$ cat config.mk
export PLATFORM = sky130hd
export DESIGN_NAME = seq_divider_flat
export DESIGN_NICKNAME = d
export VERILOG_FILES = /design/src/rtl/seq_divider_if.sv /design/src/rtl/seq_divider.sv /design/src/flat_wrapper.sv
export SDC_FILE = /design/constraint.sdc
export NUM_CORES = 1
export LEC_CHECK = 0
export ABC_CLOCK_PERIOD_IN_PS = 4000
export CAP_MARGIN = 30
export CELL_PAD_IN_SITES_DETAIL_PLACEMENT = 1
export CELL_PAD_IN_SITES_GLOBAL_PLACEMENT = 1
export CORE_MARGIN = 1.5
export CORE_UTILIZATION = 40
export CTS_CLUSTER_SIZE = 10
export DETAILED_ROUTE_END_ITERATION = 8
export DONT_BUFFER_PORTS = 1
export PLACE_DENSITY_LB_ADDON = 0.1
export REMOVE_ABC_BUFFERS = 1
export SYNTH_ARGS = -nofsm -noshare
export SYNTH_HDL_FRONTEND = slang
export SYNTH_SLANG_ARGS = --single-unit
$ cat constraint.sdc
create_clock -name clk -period 4 [get_ports clk]
set_input_delay 0.8 -clock clk [delete_from_list [all_inputs] [get_ports clk]]
set_output_delay 0.8 -clock clk [all_outputs]
set_load 0.05 [all_outputs]
$ cat src/rtl/seq_divider_if.sv
`timescale 1ns/1ps
`default_nettype none
// ============================================================================
//  Module      : seq_divider_if
//  Description : Start/done handshake and operand/result bundle for the
//                sequential divider.
//  Revision    : 1.0  initial release
// ============================================================================
interface seq_divider_if #(
    parameter int DIVIDEND = 16,
    parameter int DIVISOR  = 8
);
    logic                start;
    logic [DIVIDEND-1:0] dividend;
    logic [DIVISOR-1:0]  divisor;
    logic                ready;
    logic                done;
    logic [DIVIDEND-1:0] quotient;
    logic [DIVISOR-1:0]  remainder;
    logic                div_by_zero;

    modport master (
        output start, dividend, divisor,
        input  ready, done, quotient, remainder, div_by_zero
    );

    modport slave (
        input  start, dividend, divisor,
        output ready, done, quotient, remainder, div_by_zero
    );
endinterface
`default_nettype wire

$ cat src/rtl/seq_divider.sv
`timescale 1ns/1ps
`default_nettype none
// ============================================================================
//  Module      : seq_divider
//  Description : Radix-2 restoring divider, one quotient bit per clock, with
//                optional two's-complement mode and divide-by-zero reporting.
//  Revision    : 1.0  initial release
// ============================================================================
module seq_divider #(
    parameter int DIVIDEND = 16,
    parameter int DIVISOR  = 8,
    parameter bit SIGNED   = 1'b0
) (
    input logic          clk,
    input logic          rst_n,
    seq_divider_if.slave bus
);

    localparam int              c_CW       = $clog2(DIVIDEND + 1);
    localparam logic [c_CW-1:0] c_CNT_INIT = c_CW'(DIVIDEND);
    localparam logic [c_CW-1:0] c_CNT_ONE  = c_CW'(1);

    localparam logic [1:0] c_IDLE = 2'd0;
    localparam logic [1:0] c_RUN  = 2'd1;
    localparam logic [1:0] c_DONE = 2'd2;

    logic [1:0]          r_state;
    logic [1:0]          w_state_nxt;
    logic [c_CW-1:0]     r_cnt;
    logic [DIVIDEND-1:0] r_work;
    logic [DIVISOR-1:0]  r_rem;
    logic [DIVISOR-1:0]  r_dvsr;
    logic                r_dbz_op;
    logic                r_neg_q;
    logic                r_neg_r;
    logic [DIVIDEND-1:0] r_quotient;
    logic [DIVISOR-1:0]  r_remainder;
    logic                r_div_by_zero;

    logic                w_accept;
    logic                w_last;
    logic                w_neg_a;
    logic                w_neg_b;
    logic                w_dvsr_zero;
    logic [DIVIDEND-1:0] w_mag_a;
    logic [DIVISOR-1:0]  w_mag_b;
    logic [DIVISOR:0]    w_shift;
    logic [DIVISOR+1:0]  w_diff;
    logic                w_qbit;
    logic [DIVISOR-1:0]  w_rem_nxt;
    logic [DIVIDEND-1:0] w_work_nxt;
    logic [DIVIDEND-1:0] w_q_fin;
    logic [DIVISOR-1:0]  w_r_fin;
    logic                w_unused_ok;

    assign w_accept    = (r_state != c_RUN) && bus.start;
    assign w_last      = (r_state == c_RUN) && (r_cnt == c_CNT_ONE);
    assign w_dvsr_zero = (bus.divisor == '0);

    // Operands are reduced to magnitudes; signs are reapplied on the DONE edge.
    assign w_neg_a = SIGNED && bus.dividend[DIVIDEND-1];
    assign w_neg_b = SIGNED && bus.divisor[DIVISOR-1];
    assign w_mag_a = w_neg_a ? -bus.dividend : bus.dividend;
    assign w_mag_b = w_neg_b ? -bus.divisor  : bus.divisor;

    // Kept remainder is always below the divisor, so DIVISOR bits hold it.
    assign w_shift     = {r_rem, r_work[DIVIDEND-1]};
    assign w_diff      = {1'b0, w_shift} - {2'b00, r_dvsr};
    assign w_qbit      = ~w_diff[DIVISOR+1];
    assign w_rem_nxt   = w_qbit ? w_diff[DIVISOR-1:0] : w_shift[DIVISOR-1:0];
    assign w_work_nxt  = {r_work[DIVIDEND-2:0], w_qbit};
    assign w_unused_ok = w_diff[DIVISOR];

    assign w_q_fin = r_neg_q ? -w_work_nxt : w_work_nxt;
    assign w_r_fin = r_neg_r ? -w_rem_nxt  : w_rem_nxt;

    always_ff @(posedge clk or negedge rst_n) begin
        if (!rst_n) begin
            r_state <= c_IDLE;
        end else begin
            r_state <= w_state_nxt;
        end
    end

    always_comb begin
        w_state_nxt = r_state;
        case (r_state)
            c_IDLE:  if (bus.start) w_state_nxt = c_RUN;
            c_RUN:   if (w_last)    w_state_nxt = c_DONE;
            c_DONE:  w_state_nxt = bus.start ? c_RUN : c_IDLE;
            default: w_state_nxt = c_IDLE;
        endcase
    end

    // A zero divisor spends a single cycle in RUN so its done lands after E0+1.
    always_ff @(posedge clk or negedge rst_n) begin
        if (!rst_n) begin
            r_cnt         <= '0;
            r_work        <= '0;
            r_rem         <= '0;
            r_dvsr        <= '0;
            r_dbz_op      <= 1'b0;
            r_neg_q       <= 1'b0;
            r_neg_r       <= 1'b0;
            r_quotient    <= '0;
            r_remainder   <= '0;
            r_div_by_zero <= 1'b0;
        end else if (w_accept) begin
            r_dbz_op <= w_dvsr_zero;
            r_cnt    <= w_dvsr_zero ? c_CNT_ONE : c_CNT_INIT;
            r_work   <= w_dvsr_zero ? bus.dividend : w_mag_a;
            r_dvsr   <= w_mag_b;
            r_rem    <= '0;
            r_neg_q  <= w_neg_a ^ w_neg_b;
            r_neg_r  <= w_neg_a;
        end else if (r_state == c_RUN) begin
            r_cnt <= r_cnt - c_CNT_ONE;
            if (!r_dbz_op) begin
                r_rem  <= w_rem_nxt;
                r_work <= w_work_nxt;
            end
            if (w_last) begin
                if (r_dbz_op) begin
                    r_quotient    <= '1;
                    r_remainder   <= r_work[DIVISOR-1:0];
                    r_div_by_zero <= 1'b1;
                end else begin
                    r_quotient    <= w_q_fin;
                    r_remainder   <= w_r_fin;
                    r_div_by_zero <= 1'b0;
                end
            end
        end
    end

    assign bus.ready       = (r_state != c_RUN);
    assign bus.done        = (r_state == c_DONE);
    assign bus.quotient    = r_quotient;
    assign bus.remainder   = r_remainder;
    assign bus.div_by_zero = r_div_by_zero;

endmodule
`default_nettype wire
$ cat src/flat_wrapper.sv
// flat-port wrapper written by rule: the top's interface ports become plain ports
module seq_divider_flat 
#(
    parameter int DIVIDEND = 16,
    parameter int DIVISOR  = 8,
    parameter bit SIGNED   = 1'b0
)
  (clk, rst_n, bus_start, bus_dividend, bus_divisor, bus_ready, bus_done, bus_quotient, bus_remainder, bus_div_by_zero);
  seq_divider_if #(.DIVIDEND(DIVIDEND), .DIVISOR(DIVISOR)) bus_i ();
  input logic clk;
  input logic rst_n;
  input wire logic [$bits(bus_i.start)-1:0] bus_start;
  input wire logic [$bits(bus_i.dividend)-1:0] bus_dividend;
  input wire logic [$bits(bus_i.divisor)-1:0] bus_divisor;
  output wire logic [$bits(bus_i.ready)-1:0] bus_ready;
  output wire logic [$bits(bus_i.done)-1:0] bus_done;
  output wire logic [$bits(bus_i.quotient)-1:0] bus_quotient;
  output wire logic [$bits(bus_i.remainder)-1:0] bus_remainder;
  output wire logic [$bits(bus_i.div_by_zero)-1:0] bus_div_by_zero;
  assign bus_i.start = bus_start;
  assign bus_i.dividend = bus_dividend;
  assign bus_i.divisor = bus_divisor;
  assign bus_ready = bus_i.ready;
  assign bus_done = bus_i.done;
  assign bus_quotient = bus_i.quotient;
  assign bus_remainder = bus_i.remainder;
  assign bus_div_by_zero = bus_i.div_by_zero;
  seq_divider #(.DIVIDEND(DIVIDEND), .DIVISOR(DIVISOR), .SIGNED(SIGNED)) u_core (.clk(clk), .rst_n(rst_n), .bus(bus_i));
endmodule
# Yosys cells after proc, flatten, opt, wreduce, memory -nomap -nowiden
# Cells that the tools add are included.
# totals
register_bits,65
input_bits,27
# classes
n_addsub,2
n_eq_ne,7
n_mux,17
bitwise_logic,2
n_reduce_logical,8
# op_table
operator,n
16-bit 2-to-1 mux,4
8-bit 2-to-1 mux,5
5-bit 2-to-1 mux,3
9-bit by 8-bit subtractor with 10-bit output,1
8-bit zero test,1
2-bit case mux with 3 select lines,1
"5-bit by 1-bit equality test with 1-bit output, second input constant",1
"5-bit by 1-bit subtractor with 5-bit output, second input constant",1
2-bit 2-to-1 mux,2
"2-bit by 1-bit inequality test with 1-bit output, second input constant",2
"2-bit inequality test, second input constant",2
2-bit AND reduction,2
3-bit AND reduction,1
"2-bit by 1-bit equality test with 1-bit output, second input constant",1
"2-bit equality test, second input constant",1
1-bit logical AND,2
2-bit zero test,1
1-bit 2-to-1 mux,2
1-bit inverter,2
2-bit nonzero test,1

# Longest topological paths before layout
# logic_depth
ltp_word,5
ltp_mapped,9

# Least setup slack after synthesis
# Ideal clock, no wire load.
# synth_path
kind,register to register
start,reg u_core.r_rem[3]
end,"reg u_core.r_remainder[2], in the netlist u_core.bus.remainder[2]"
setup_ns,0.127
t_arrival_ns,1.807
required_ns,3.873
setup_slack_ns,2.066
stages_incl_launch_ff,9
period_less_slack_ns,1.934
cell_sequence,dfrtp_1 ha_1 buf_6 a21oi_1 o221ai_1 nor2_2 buf_6 mux2i_1 o22ai_1
# synth_via
elab_chain_len,3
# synth_rtl
item,line_no,source
"start, declared",seq_divider.sv:31,logic [DIVISOR-1:0] r_rem;
"start signal, assigned",seq_divider.sv:119,r_rem <= w_rem_nxt;
9-bit by 8-bit subtractor with 10-bit output,seq_divider.sv:68,"assign w_diff = {1'b0, w_shift} - {2'b00, r_dvsr};"
8-bit 2-to-1 mux,seq_divider.sv:70,assign w_rem_nxt = w_qbit ? w_diff[DIVISOR-1:0] : w_shift[DIVISOR-1:0];
8-bit 2-to-1 mux,seq_divider.sv:123,if (r_dbz_op) begin
"end signal, assigned",seq_divider.sv:125,r_remainder <= r_work[DIVISOR-1:0];
"end signal, assigned",seq_divider.sv:129,r_remainder <= w_r_fin;
"end, declared",seq_divider.sv:37,logic [DIVISOR-1:0] r_remainder;
# No other way between the ends.
# A chain may end at the register's enable or synchronous reset.

# Final worst setup path
# layout_path
start,reg u_core.r_state[1]
end,reg u_core.r_work[0]
# layout_via
elab_chain_len,4
# layout_rtl
item,line_no,source
"start, declared",seq_divider.sv:27,logic [1:0] r_state;
"start signal, assigned",seq_divider.sv:79,r_state <= c_IDLE;
"start signal, assigned",seq_divider.sv:81,r_state <= w_state_nxt;
2-bit by 1-bit inequality test with 1-bit output *,--,
named net bus_ready,flat_wrapper.sv:15,output wire logic [$bits(bus_i.ready)-1:0] bus_ready;
1-bit logical AND *,seq_divider.sv:56,assign w_accept = (r_state != c_RUN) && bus.start;
2-bit inequality test (no source line) or 2-bit nonzero test (tied branches),--,
2-bit AND reduction (no source line),--,
"end signal, assigned",seq_divider.sv:111,r_work <= w_dvsr_zero ? bus.dividend : w_mag_a;
"end signal, assigned",seq_divider.sv:120,r_work <= w_work_nxt;
"end, declared",seq_divider.sv:30,logic [DIVIDEND-1:0] r_work;
# The timed path passes the listed nets; every way through them passes the cells marked *.

==> flow_metrics.py <==
metrics = {
    "min_path": {
        "hp-class": "in2async",
    },
    "clock_network": {
        "clk_pin_slew_ns": 0.07,
        "clk_path_buf_depth": 2,
        "cts-root-buf": "clkbuf_8",
        "numCtsBuffers": 9,
        "clock_sinks": 65,
        "cts_tree": "yes",
        "h-tree-depth": 3,
        "clk_latency_ns": 0.35,
        "holdBufCountCts": 0,
        "post_cts_buffers": 0,
        "post_cts_resize_count": 0,
    },
    "yosys": {
        "synth_area_per_cell_um2": 9.671,
        "syn_area_mm2": 0.003182,
        "synthMuxAreaShare_pct": 2.241,
        "post_synth_fa_ha_maj_area_fraction_pct": 4.562,
        "synth_top_flop_cell": "dfrtp_1",
        "synth_edf_count": 0,
        "synthTopCellsByArea": "dfrtp_1 (51%), nand2_1 (6.4%), o22a_1 (4.1%), ha_1 (3.9%), nor2_1 (3.3%)",
        "synth-xor-area-share_pct": 0.8258,
        "synth_top_family_by_area": "compound AO/OA/AOI/OAI gates",
        "synth_simple_gate_area_share_pct": 16.00,
        "synth-warning-count": 0,
        "synth_async_sr_flop_share_pct": 100.0,
        "ys_types": 48,
        "synth-seq-area-share_pct": 51.12,
        "synth_cells": 329,
        "synth_area_leader_cell": "dfrtp_1",
        "synth.top_cell.area_share_pct": 51.12,
        "ys_ff_latch": 65,
        "synth_compound_area_share_pct": 19.86,
    },
    "place": {
        "portBuffers": 0,
        "place_area_mm2": 0.003221,
        "dp_hpwl_mm": 5.466,
        "place.gp.congestion": 0.7820,
        "dp_slack_ns": 1.362,
    },
    "worst_setup_path": {
        "crit_start": "u_core.r_state[1]",
        "crit_type": "reg2reg",
        "rr_worst_depth": 7,
        "r2r_end": "u_core.r_work[0]",
        "end_kind": "register",
        "arrival_ns": 2.89,
        "crit_required_ns": 4.26,
        "reg2reg_setup_slack_ns": 1.38,
        "cp_max_fo": 18,
        "critPathLaunchType": "register",
        "r2r_start": "u_core.r_state[1]",
    },
    "global_route": {
        "grt_max_degree": 66,
        "overflow": 0,
        "grt_pass1_vias": 2546,
        "grt_pass1_wl_mm": 13.25,
        "track_usage_pct": 20.47,
        "antenna_found_initial": 0,
    },
    "drt": {
        "vias_per_cell": 5.490,
        "firstDrtPassIters": 5,
        "drc": 0,
        "wl_mm": 7.826,
        "drt_iter0_markers": 77,
        "wire_per_inst_um": 18.16,
        "postRouteAntennaNets": 0,
        "vias": 2366,
    },
    "final_layout": {
        "multiInputGateArea_mm2": 0.001384,
        "drive_gt1_share_pct": 8.815,
        "fin_area_mm2": 0.003408,
        "final_cell_mix": "dfrtp_1 (65), nand2_1 (54), nor2_1 (28), o21ai_0 (21), inv_1 (16)",
        "final_nets": 362,
        "fin_util_pct": 44.11,
        "seqCellArea_mm2": 0.001627,
        "syn_to_final_growth_pct": 7.118,
        "fillers": 891,
        "layout_commonest_cell": "dfrtp_1",
        "n_antenna_cell": 0,
    },
    "floorplanning": {
        "fp.dieW_um": 92.19,
        "die_y_um": 92.19,
        "die_area_mm2": 0.008499,
        "core_mm2": 0.007727,
        "initial_core_util_pct": 41.18,
        "row_count": 32,
        "ios": 54,
    },
    "timing": {
        "setup_viol": 0,
        "fin_crit_sh_pct": 65.53,
        "rsz0062_at_grt": "false",
        "slew_viol_final": 0,
        "worst_slew_pin_slew_ns": 0.9236,
        "max_freq_mhz": 381.5,
        "fin_skew_ns": 0.007212,
        "finalCriticalPeriod_ns": 2.621,
        "slew-limit-headroom_pct": 38.30,
        "hold_viol": 0,
        "final.setup.tns_ns": 0,
        "setup_ws_ns": 1.379,
    },
    "run_status": {
        "status": "finished, final reports clean",
    },
    "flow_run": {
        "maxCapViolations": 0,
    },
}
-- layout make-up --
type	instances	area share, %
clock buffers	11	4.148
inverters	18	1.982
clock inverters	5	0.9178
flip-flops and latches	65	47.72
repair buffers	3	0.8811
well taps	102	3.744
multi-input cells	227	40.60
-- state kept, by name, summed over array words and instances, names as in the netlist --
signal	count
u_core.bus.quotient	16
u_core.r_work	16
u_core.bus.remainder	8
u_core.r_dvsr	8
u_core.r_rem	8
u_core.r_cnt	5
u_core.r_state	2
u_core.bus.div_by_zero	1
u_core.r_dbz_op	1
-- critical path, stage by stage (launching register included) --
cell	delay [ns]
dfrtp_1	0.40
nor2b_1	0.45
inv_2	0.30
and2_1	0.41
buf_4	0.28
nor2_2	0.44
a22oi_1	0.13
o21ai_0	0.11
-- kinds of logic after synthesis --
group	count (synthesis)
buffers and inverters	37
adder cells (fa/ha/maj)	11
AND/OR/NAND/NOR	113
multiplexers	7
flip-flops	65
AO/OA/AOI/OAI	93
XOR/XNOR	3
-- through the flow --
step / instances / hold slack [ns]
finish: 431 / 0.1403
global route: 431 / 0.1188
CTS: 430 / 0.1274
detailed placement: 414 / 0.4766
global placement: 414 / 0.4753
floorplan: 310 / 0.4492
-- how the worst max path moves through the flow --
stage	cells past startpoint	end	slack (ns)
after CTS	7	u_core.r_work[0]	1.32
after detailed placement	7	u_core.r_work[0]	1.36
final	7	u_core.r_work[0]	1.38
after global routing	7	u_core.r_work[0]	1.04
after floorplan	5	u_core.bus.quotient[10]	1.71
after global placement	6	u_core.bus.remainder[4]	1.52
-- routing by layer --
layer	vias to the layer above	routed length [um]	GRT usage [%]
li1	1144	-	-
met1	1163	3666	27.18
met2	46	3661	32.22
met3	13	344	4.146
met4	0	154	9.231
met5	-	0	0
-- synth_stat cells, types with 5 or more instances --
cell type,count
clkbuf_1,6
a22oi_1,5
ha_1,10
a31oi_1,11
mux2i_1,6
nor2_1,28
o22ai_1,6
o21ai_0,21
o22a_1,15
nor3_1,5
buf_2,8
nand2_1,54
dfrtp_1,65
a21oi_1,15
inv_1,16
Power is not shown: default switching activity piles up to over one toggle a cycle in this logic, so the estimate is an artifact.
